==> src/rtl/aes_pkg.sv <==
// aes_pkg: shared AES datapath definitions.
//   - aes_state_t / aes_word_t : 128-bit state and 32-bit column types
//   - AES_POLY                 : low byte of the GF(2^8) reduction polynomial 0x11B
//   - xtime, gf_mul09/0b/0d/0e : constant multiplies used by InvMixColumns
package aes_pkg;

  typedef logic [127:0] aes_state_t;
  typedef logic [31:0]  aes_word_t;
  typedef logic [7:0]   aes_byte_t;

  localparam aes_byte_t AES_POLY = 8'h1B;

  // Multiply by x (0x02), reducing when the top bit shifts out.
  function automatic aes_byte_t xtime(input aes_byte_t x);
    return {x[6:0], 1'b0} ^ (x[7] ? AES_POLY : 8'h00);
  endfunction

  function automatic aes_byte_t gf_mul09(input aes_byte_t x);
    aes_byte_t x2, x4, x8;
    x2 = xtime(x);
    x4 = xtime(x2);
    x8 = xtime(x4);
    return x8 ^ x;
  endfunction

  function automatic aes_byte_t gf_mul0b(input aes_byte_t x);
    aes_byte_t x2, x4, x8;
    x2 = xtime(x);
    x4 = xtime(x2);
    x8 = xtime(x4);
    return x8 ^ x2 ^ x;
  endfunction

  function automatic aes_byte_t gf_mul0d(input aes_byte_t x);
    aes_byte_t x2, x4, x8;
    x2 = xtime(x);
    x4 = xtime(x2);
    x8 = xtime(x4);
    return x8 ^ x4 ^ x;
  endfunction

  function automatic aes_byte_t gf_mul0e(input aes_byte_t x);
    aes_byte_t x2, x4, x8;
    x2 = xtime(x);
    x4 = xtime(x2);
    x8 = xtime(x4);
    return x8 ^ x4 ^ x2;
  endfunction

endpackage

==> src/rtl/inv_mix_col_word.sv <==
// inv_mix_col_word: combinational InvMixColumns of one 32-bit column.
//   col_i : column in, row 0 in [31:24]
//   col_o : column out, same layout
module inv_mix_col_word
  import aes_pkg::*;
(
  input  aes_word_t col_i,
  output aes_word_t col_o
);

  aes_byte_t a0, a1, a2, a3;

  assign a0 = col_i[31:24];
  assign a1 = col_i[23:16];
  assign a2 = col_i[15:8];
  assign a3 = col_i[7:0];

  // Circulant rows of [0e 0b 0d 09]
  assign col_o[31:24] = gf_mul0e(a0) ^ gf_mul0b(a1) ^ gf_mul0d(a2) ^ gf_mul09(a3);
  assign col_o[23:16] = gf_mul09(a0) ^ gf_mul0e(a1) ^ gf_mul0b(a2) ^ gf_mul0d(a3);
  assign col_o[15:8]  = gf_mul0d(a0) ^ gf_mul09(a1) ^ gf_mul0e(a2) ^ gf_mul0b(a3);
  assign col_o[7:0]   = gf_mul0b(a0) ^ gf_mul0d(a1) ^ gf_mul09(a2) ^ gf_mul0e(a3);

endmodule

==> src/rtl/aes_inv_mix_cols.sv <==
// aes_inv_mix_cols: registered AES InvMixColumns stage, 1 state/clk, 1-cycle latency.
//   clk, rst_n : clock, async active-low reset (clears outputs immediately)
//   in_valid   : state valid this cycle
//   state      : 128-bit state, column-major, byte 0 at [127:120]
//   out_valid  : mixed valid this cycle
//   mixed      : InvMixColumns(state); holds its value across bubbles
module aes_inv_mix_cols
  import aes_pkg::*;
(
  input  logic         clk,
  input  logic         rst_n,
  input  logic         in_valid,
  input  logic [127:0] state,
  output logic         out_valid,
  output logic [127:0] mixed
);

  localparam int NUM_COLS = 4;

  // col_res[c] is column c; column 0 sits in the top word of the state.
  logic [NUM_COLS-1:0][31:0] col_res;

  for (genvar c = 0; c < NUM_COLS; c++) begin : g_col
    inv_mix_col_word u_col (
      .col_i (state[127-32*c -: 32]),
      .col_o (col_res[c])
    );
  end

  aes_state_t mixed_d, mixed_q;
  logic       out_valid_d, out_valid_q;

  always_comb begin
    out_valid_d = in_valid;
    mixed_d     = mixed_q;
    if (in_valid) mixed_d = {col_res[0], col_res[1], col_res[2], col_res[3]};
  end

  always_ff @(posedge clk or negedge rst_n) begin
    if (!rst_n) begin
      out_valid_q <= 1'b0;
      mixed_q     <= '0;
    end else begin
      out_valid_q <= out_valid_d;
      mixed_q     <= mixed_d;
    end
  end

  assign out_valid = out_valid_q;
  assign mixed     = mixed_q;

endmodule

==> config.mk <==
export PLATFORM = sky130hd
export DESIGN_NAME = aes_inv_mix_cols
export DESIGN_NICKNAME = d
export VERILOG_FILES = /design/src/rtl/aes_pkg.sv /design/src/rtl/inv_mix_col_word.sv /design/src/rtl/aes_inv_mix_cols.sv
export SDC_FILE = /design/constraint.sdc
export NUM_CORES = 1
export LEC_CHECK = 0
export CORE_ASPECT_RATIO = 1.1
export CORE_UTILIZATION = 25
export CTS_BUF_LIST = sky130_fd_sc_hd__clkbuf_16
export CTS_CLUSTER_DIAMETER = 60
export DETAILED_ROUTE_END_ITERATION = 8
export PLACE_DENSITY_LB_ADDON = 0.15
export SLEW_MARGIN = 20
export SYNTH_ARGS = -nofsm -noshare
export SYNTH_HDL_FRONTEND = slang
export SYNTH_SLANG_ARGS = --single-unit
==> constraint.sdc <==
create_clock -name clk -period 0.8 [get_ports clk]
set_input_delay 0.16 -clock clk [delete_from_list [all_inputs] [get_ports clk]]
set_output_delay 0.16 -clock clk [all_outputs]
set_load 0.05 [all_outputs]
==> results of run 1 <==
==> cell usage after synthesis <==
| cell | number |
|---|---|
| xnor3_1 | 101 |
| xor3_2 | 1 |
| mux2_4 | 2 |
| buf_2 | 37 |
| xor2_1 | 135 |
| xnor2_2 | 9 |
| xnor3_2 | 2 |
| xnor2_1 | 480 |
| mux2_2 | 117 |
| clkbuf_1 | 39 |
| xor2_2 | 4 |
| dfrtp_1 | 129 |
| inv_1 | 9 |
| buf_4 | 7 |
| clkbuf_2 | 1 |
| xor3_1 | 14 |
| mux2i_1 | 9 |
| buf_6 | 3 |
==> sequential cells by signal (all words and copies together) (netlist names) <==
name / cells
mixed: 128
out_valid: 1
==> kinds of logic (layout without fill, tap and decap cells) <==
kind of cell / after synthesis / after routing / synth area share
mux: 128 / 128 / 0.107
buf+inv: 96 / 931 / 0.0341
flops: 129 / 129 / 0.241
xor+xnor: 746 / 746 / 0.618
==> worst paths after layout <==
| path | startpoint | end |
|---|---|---|
| worst max-delay path | state[6] | mixed[3] |
| worst min-delay path | in_valid | mixed[107] |
| worst max register to register | mixed[66] | mixed[66] |
| worst min register to register | mixed[4] | mixed[4] |
| max in group asynchronous | rst_n | mixed[12] |
| min in group asynchronous | rst_n | mixed[69] |
==> critical path, stage by stage <==
cell and delay [ps]:
buf_8 100, buf_8 120, buf_6 100, xnor3_1 360, xor2_2 200, xnor3_2 420
xnor2_2 170, mux2_4 270
==> timing repair <==
action                                  4_1_cts  5_1_grt
endpoints found under the hold margin       129        0
resized for setup                          1038      402
endpoints found under the setup margin      257      257
buffers inserted                            194      103
gates cloned                                  0        0
hold buffers                                  1        0
pin swaps                                   353      285
==> power by group <==
| part | leakage [nW] | switching (mW) | internal [mW] |
|---|---|---|---|
| Sequential | 1.50 | 3.98 | 10.0 |
| Combinational | 11.9 | 28.5 | 38.1 |
| Clock | 0.273 | 3.64 | 4.35 |
==> final cells by class <==
class,count,area (um^2),share of cell area
Clock buffer,17,425,0.0144
Clock inverter,15,145,0.00492
Inverter,9,33.8,0.00115
Multi-Input combinational cell,874,14800,0.501
Sequential cell,129,3240,0.110
Tap cell,675,845,0.0286
Timing Repair Buffer,890,10000,0.340
==> metal layers <==
layer,share of wire,GRT usage
met2,0.53,0.321
met5,0,0
met4,0.015,0.0471
met3,0.037,0.0370
met1,0.42,0.225
==> metrics by stage <==
step	hold slack [ps]	cell area (um^2)	util
finish	90.7	29500	0.559
CTS	53.1	27700	0.524
detailed placement	112	22700	0.431
floorplan	-136	15700	-
global placement	108	22700	0.431
global route	65.6	29500	0.559
==> flow_metrics.tcl, run 1 <==
set metrics [dict create \
    grt_pass1_vias 12041 \
    yosys.area.top_type_share 0.314 \
    slew_headroom 0.698 \
    initial_core_util 0.254 \
    final_cell_mix "buf_4 (398), buf_6 (201), xnor2_1 (192)" \
    cp.arrival_ps 1920 \
    yosys.area.top_type "xnor2_1" \
    cp-end-kind "register" \
    grt_max_degree 32 \
    slew_violations 0 \
    worstSetupStartpointType "input pin" \
    instances_no_fill 2609 \
    syn_area_um2 13400 \
    antenna_left 0 \
    clk_latency_ps 470 \
    fp.dieH_um 245 \
    synth_nets 1230 \
    path_class "input pin to register" \
    setup_viol 257 \
    totalWireLength_mm 49.0 \
    path_max_fanout 3 \
    min_period_over_period 1.95 \
    fin_ws_ps -761 \
    worstMarginPinSlew_ps 449 \
    r2r_cells 2 \
    drt_iter0_markers 284 \
    routedWlPerCell_um 18.8 \
    io_pins 260 \
    yosys_warnings 0 \
    rows 88 \
    final_common_cell "buf_4" \
    clockBufferDepth 2 \
    syn_area_per_cell_um2 12.2 \
    fill_cells 4221 \
    grt_pass1_wl_mm 73.8 \
    clock-root-buffer "clkbuf_16" \
    cts_sinks 129 \
    p_per_area_nw_per_um2 3010 \
    synthCells 1099 \
    globalplace.congestion 0.831 \
    status "finished, violations left" \
    dr.pass1.iters 4 \
    dieArea_um2 54500 \
    dr_total_vias 10742 \
    synth.distinct_cells 18 \
    hpwlAfterDp_mm 36.5 \
    clock_skew_ps 0 \
    syn_to_final_growth_pct 120 \
    viasPerCell 4.12 \
    die_w_um 223 \
    rsz0062_at_grt "true" \
    pre_cts_slack_ps -1690 \
    r2r_slack_ps -160 \
    synth.yosys.seq_area_share 0.241 \
    path_clk_slew_ps 70 \
    hold_viol_final 0 \
    final_net_count 2052 \
    required_ps 1160 \
    power.leakage_nw 13.7 \
    drv_cap 0 \
    holdCritPathClass "input pin to register" \
    core_area_um2 52700 \
    antenna_cells 0 \
    htree_levels 4 \
    finalPower_mw 88.6 \
    ys_seq_elements 129 \
    grt.overflow.total 0 \
    max_freq_mhz 641 \
    antenna_found_initial 0 \
    fin_crit_ps 1560 \
    portBuffers 259 \
    drive_gt1_frac 0.767 \
    drc 0 \
    synth_area_leaders "xnor2_1 (31%), dfrtp_1 (24%), xnor3_1 (17%)" \
    grt_usage 0.182 \
    violations "negative setup slack" \
    vdd_drop_max_mv 2.97 \
    cts_buffers 17 \
    worstHoldPathCells 2 \
    finalSetupTns_ps -120460 \
    cts_tree "done" \
    dp.cells 2350 \
]
Note: power is estimated with default switching activity, not from simulation.
==> run 2: changes to the inputs <==
--- a/config.mk
+++ b/config.mk
@@ -6,7 +6,7 @@
 export NUM_CORES = 1
 export LEC_CHECK = 0
 export CORE_ASPECT_RATIO = 1.1
-export CORE_UTILIZATION = 25
+export CORE_UTILIZATION = 49
 export CTS_BUF_LIST = sky130_fd_sc_hd__clkbuf_16
 export CTS_CLUSTER_DIAMETER = 60
 export DETAILED_ROUTE_END_ITERATION = 8
==> flow_metrics.tcl, run 2 <==
set metrics [dict create \
    syn_area_um2 13400 \
    cts_setup_buffers 197 \
    fp.dieH_um 175 \
    yosys.area.top_type "xnor2_1" \
    yosys_warnings 0 \
    synth_area_leaders "xnor2_1 (31%), dfrtp_1 (24%), xnor3_1 (17%)" \
    htree_levels 4 \
    dp.cells 2014 \
    clock-root-buffer "clkbuf_16" \
    synth.distinct_cells 18 \
    dpl-instance-area_um2 22100 \
    ys.flop_type "dfrtp_1" \
    cts-resized-gates 979 \
    ys_seq_elements 129 \
    ctsHoldBuffers 1 \
    stop_stage "4_1_cts" \
    synthArstFlopShare 1.00 \
    status "did not finish" \
    initial_core_util 0.499 \
    io_pins 260 \
    synth.yosys.seq_area_share 0.241 \
    clockBufferDepth 2 \
    syn_area_per_cell_um2 12.2 \
    synth_top_cells_by_count "xnor2_1 (480), xor2_1 (135), dfrtp_1 (129), mux2_2 (117), xnor3_1 (101)" \
    cts_buffers 17 \
    hpwlAfterDp_mm 33.6 \
    synth_most_common_cell "xnor2_1" \
    die_w_um 160 \
    globalplace.congestion 0.896 \
    synth_nets 1230 \
    synthCells 1099 \
    rows 63 \
    yosys.area.top_type_share 0.314 \
    portBuffers 259 \
    stop_error "[ERROR DPL-0033] detailed placement checks failed during check placement." \
    cts_sinks 129 \
    synth_edf_count 0 \
]
-- run 2: per-stage QoR --
step                      hold slack [ps]  worst slack, ps
after floorplan                      -136            -1120
after global placement               17.2            -1650
after detailed placement             20.1            -1700
-- run 2: kinds of logic after synthesis --
kind of cell  count (synthesis)  synth area share
xor+xnor                    746             0.618
flops                       129             0.241
buf+inv                      96            0.0341
mux                         128             0.107
==> run 3: changes to the inputs <==
--- a/config.mk
+++ b/config.mk
@@ -5,10 +5,7 @@
 export SDC_FILE = /design/constraint.sdc
 export NUM_CORES = 1
 export LEC_CHECK = 0
-export CORE_ASPECT_RATIO = 1.1
-export CORE_UTILIZATION = 49
-export CTS_BUF_LIST = sky130_fd_sc_hd__clkbuf_16
-export CTS_CLUSTER_DIAMETER = 60
+export CORE_UTILIZATION = 40
 export DETAILED_ROUTE_END_ITERATION = 8
 export PLACE_DENSITY_LB_ADDON = 0.15
 export SLEW_MARGIN = 20
==> constraint.sdc (replaced) <==
create_clock -name clk -period 1.04 [get_ports clk]
set_input_delay 0.208 -clock clk [delete_from_list [all_inputs] [get_ports clk]]
set_output_delay 0.208 -clock clk [all_outputs]
set_load 0.05 [all_outputs]
==> flow_metrics.tcl, run 3 (synthesized netlist as in run 1, its figures left out) <==
set metrics [dict create \
    status "finished, violations left" \
    violations "negative setup slack" \
    worstHoldPathCells 3 \
    portBuffers 259 \
    clock-root-buffer "clkbuf_16" \
    dpl-instance-area_um2 22300 \
    fin_ws_ps -648 \
    globalplace.congestion 0.877 \
    worstMarginPinSlew_ps 688 \
    io_pins 260 \
    grt_max_degree 36 \
    vdd_drop_max_mv 2.91 \
    dp.cells 2100 \
    rsz0062_at_grt "true" \
    final_common_cell "buf_4" \
    die_w_um 185 \
    largest_reg_flops 128 \
    routedWlPerCell_um 29.5 \
    path_clk_slew_ps 70 \
    finalPower_mw 72.4 \
    grt_util_met3 0.0527 \
    fin_util 0.912 \
    htree_levels 4 \
    clk_latency_ps 470 \
    cts_tree "done" \
    antenna_found_initial 1 \
    drc 0 \
    rows 66 \
    slew_headroom 0.538 \
    slew_violations 0 \
    power.leakage_nw 14.0 \
    worstSetupStartpointType "input pin" \
    fin_area_um2 29900 \
    dieArea_um2 34200 \
    dr.pass1.iters 5 \
    drv_cap 0 \
    hold_ws_ps 133 \
    p_per_area_nw_per_um2 2420 \
    required_ps 1390 \
    cts_sinks 129 \
    final_cell_mix "buf_4 (404), buf_6 (221), xnor2_1 (189)" \
    cts_buffers 17 \
    clockBufferDepth 2 \
    grt.overflow.total 0 \
    hold_viol_final 0 \
    final_net_count 2082 \
    grt_use_met2 0.594 \
    grt_usage 0.332 \
    cp-end-kind "register" \
    max_freq_mhz 592 \
    fin_crit_ps 1690 \
    fp.dieH_um 185 \
    initial_core_util 0.409 \
    antenna_left 0 \
    syn_to_final_growth_pct 123 \
    use_met1 0.394 \
    grt_pass1_vias 12948 \
    path_class "input pin to register" \
    r2r_cells 3 \
    dr_total_vias 12629 \
    instances_no_fill 2406 \
    cp.arrival_ps 2030 \
    fill_cells 997 \
    busiest_layer "met2" \
    setup_viol 257 \
    drt_iter0_markers 800 \
    holdCritPathClass "input pin to register" \
    grt_pass1_wl_mm 81.6 \
    core_area_um2 32800 \
    path_max_fanout 2 \
    viasPerCell 5.25 \
    min_period_over_period 1.62 \
    hpwlAfterDp_mm 32.8 \
    clock_skew_ps 0 \
    totalWireLength_mm 70.9 \
    drive_gt1_frac 0.776 \
]
run 3: worst max-delay path, cell delays in order:
cell and delay (ps):
buf_8 100, buf_6 110, xnor3_2 430, xor3_2 530, xor2_2 240, xnor2_1 130, mux2_4 280
run 3: path summary, 6_finish.rpt:
| kind | from | end | slack, ps |
|---|---|---|---|
| min in group asynchronous | rst_n | mixed[38] | 190 |
| setup / recovery | state[54] | mixed[61] | -650 |
| max in group asynchronous | rst_n | mixed[64] | 330 |
| setup reg to reg | mixed[87] | mixed[87] | -40 |
| hold / removal | state[32] | mixed[48] | 130 |
| hold reg to reg | mixed[2] | mixed[2] | 580 |
run 3: where the power goes:
| group | switching (mW) | total (mW) | internal, mW |
|---|---|---|---|
| Sequential | 3.39 | 11.1 | 7.70 |
| Combinational | 24.8 | 54.6 | 29.8 |
| Clock | 2.93 | 6.68 | 3.75 |
| Total | 31.1 | 72.4 | 41.2 |
run 3: repair_timing:
action	CTS	global route
buffers inserted	208	136
hold buffers	1	0
pin swaps	350	327
endpoints found under the setup margin	257	257
hold endpoints to repair	129	0
gates resized for setup	1046	489
run 3: metal layers:
metal / up-vias / wire, um
met4: 0 / 4300
met1: 6473 / 25400
met2: 713 / 36900
met3: 284 / 4370
met5: - / 0
li1: 5159 / -
run 3: area by class of cell:
class | instances | area [um^2] | share of cell area
clock buffers | 17 | 425 | 0.0142
repair buffers | 920 | 10400 | 0.347
well taps | 442 | 553 | 0.0185
diodes | 1 | 2.50 | 0.0000837
clock inverters | 14 | 166 | 0.00557
inverters | 9 | 33.8 | 0.00113
multi-input cells | 874 | 15100 | 0.505
flip-flops and latches | 129 | 3240 | 0.108
run 3: through the flow:
stage                     setup TNS, ps  setup slack, ps
final                            -82060             -648
after floorplan                  -73300             -927
after detailed placement        -165000            -1490
after global routing             -86260             -630
after global placement          -161510            -1420
after CTS                        -78830             -687
==> run 4: changes to the inputs <==
--- a/config.mk
+++ b/config.mk
@@ -6,6 +6,7 @@
 export NUM_CORES = 1
 export LEC_CHECK = 0
 export CORE_UTILIZATION = 40
+export CTS_CLUSTER_SIZE = 40
 export DETAILED_ROUTE_END_ITERATION = 8
 export PLACE_DENSITY_LB_ADDON = 0.15
 export SLEW_MARGIN = 20
==> results of run 4 <==
The final DEF is identical to that of run 3; final timing and power are the same.
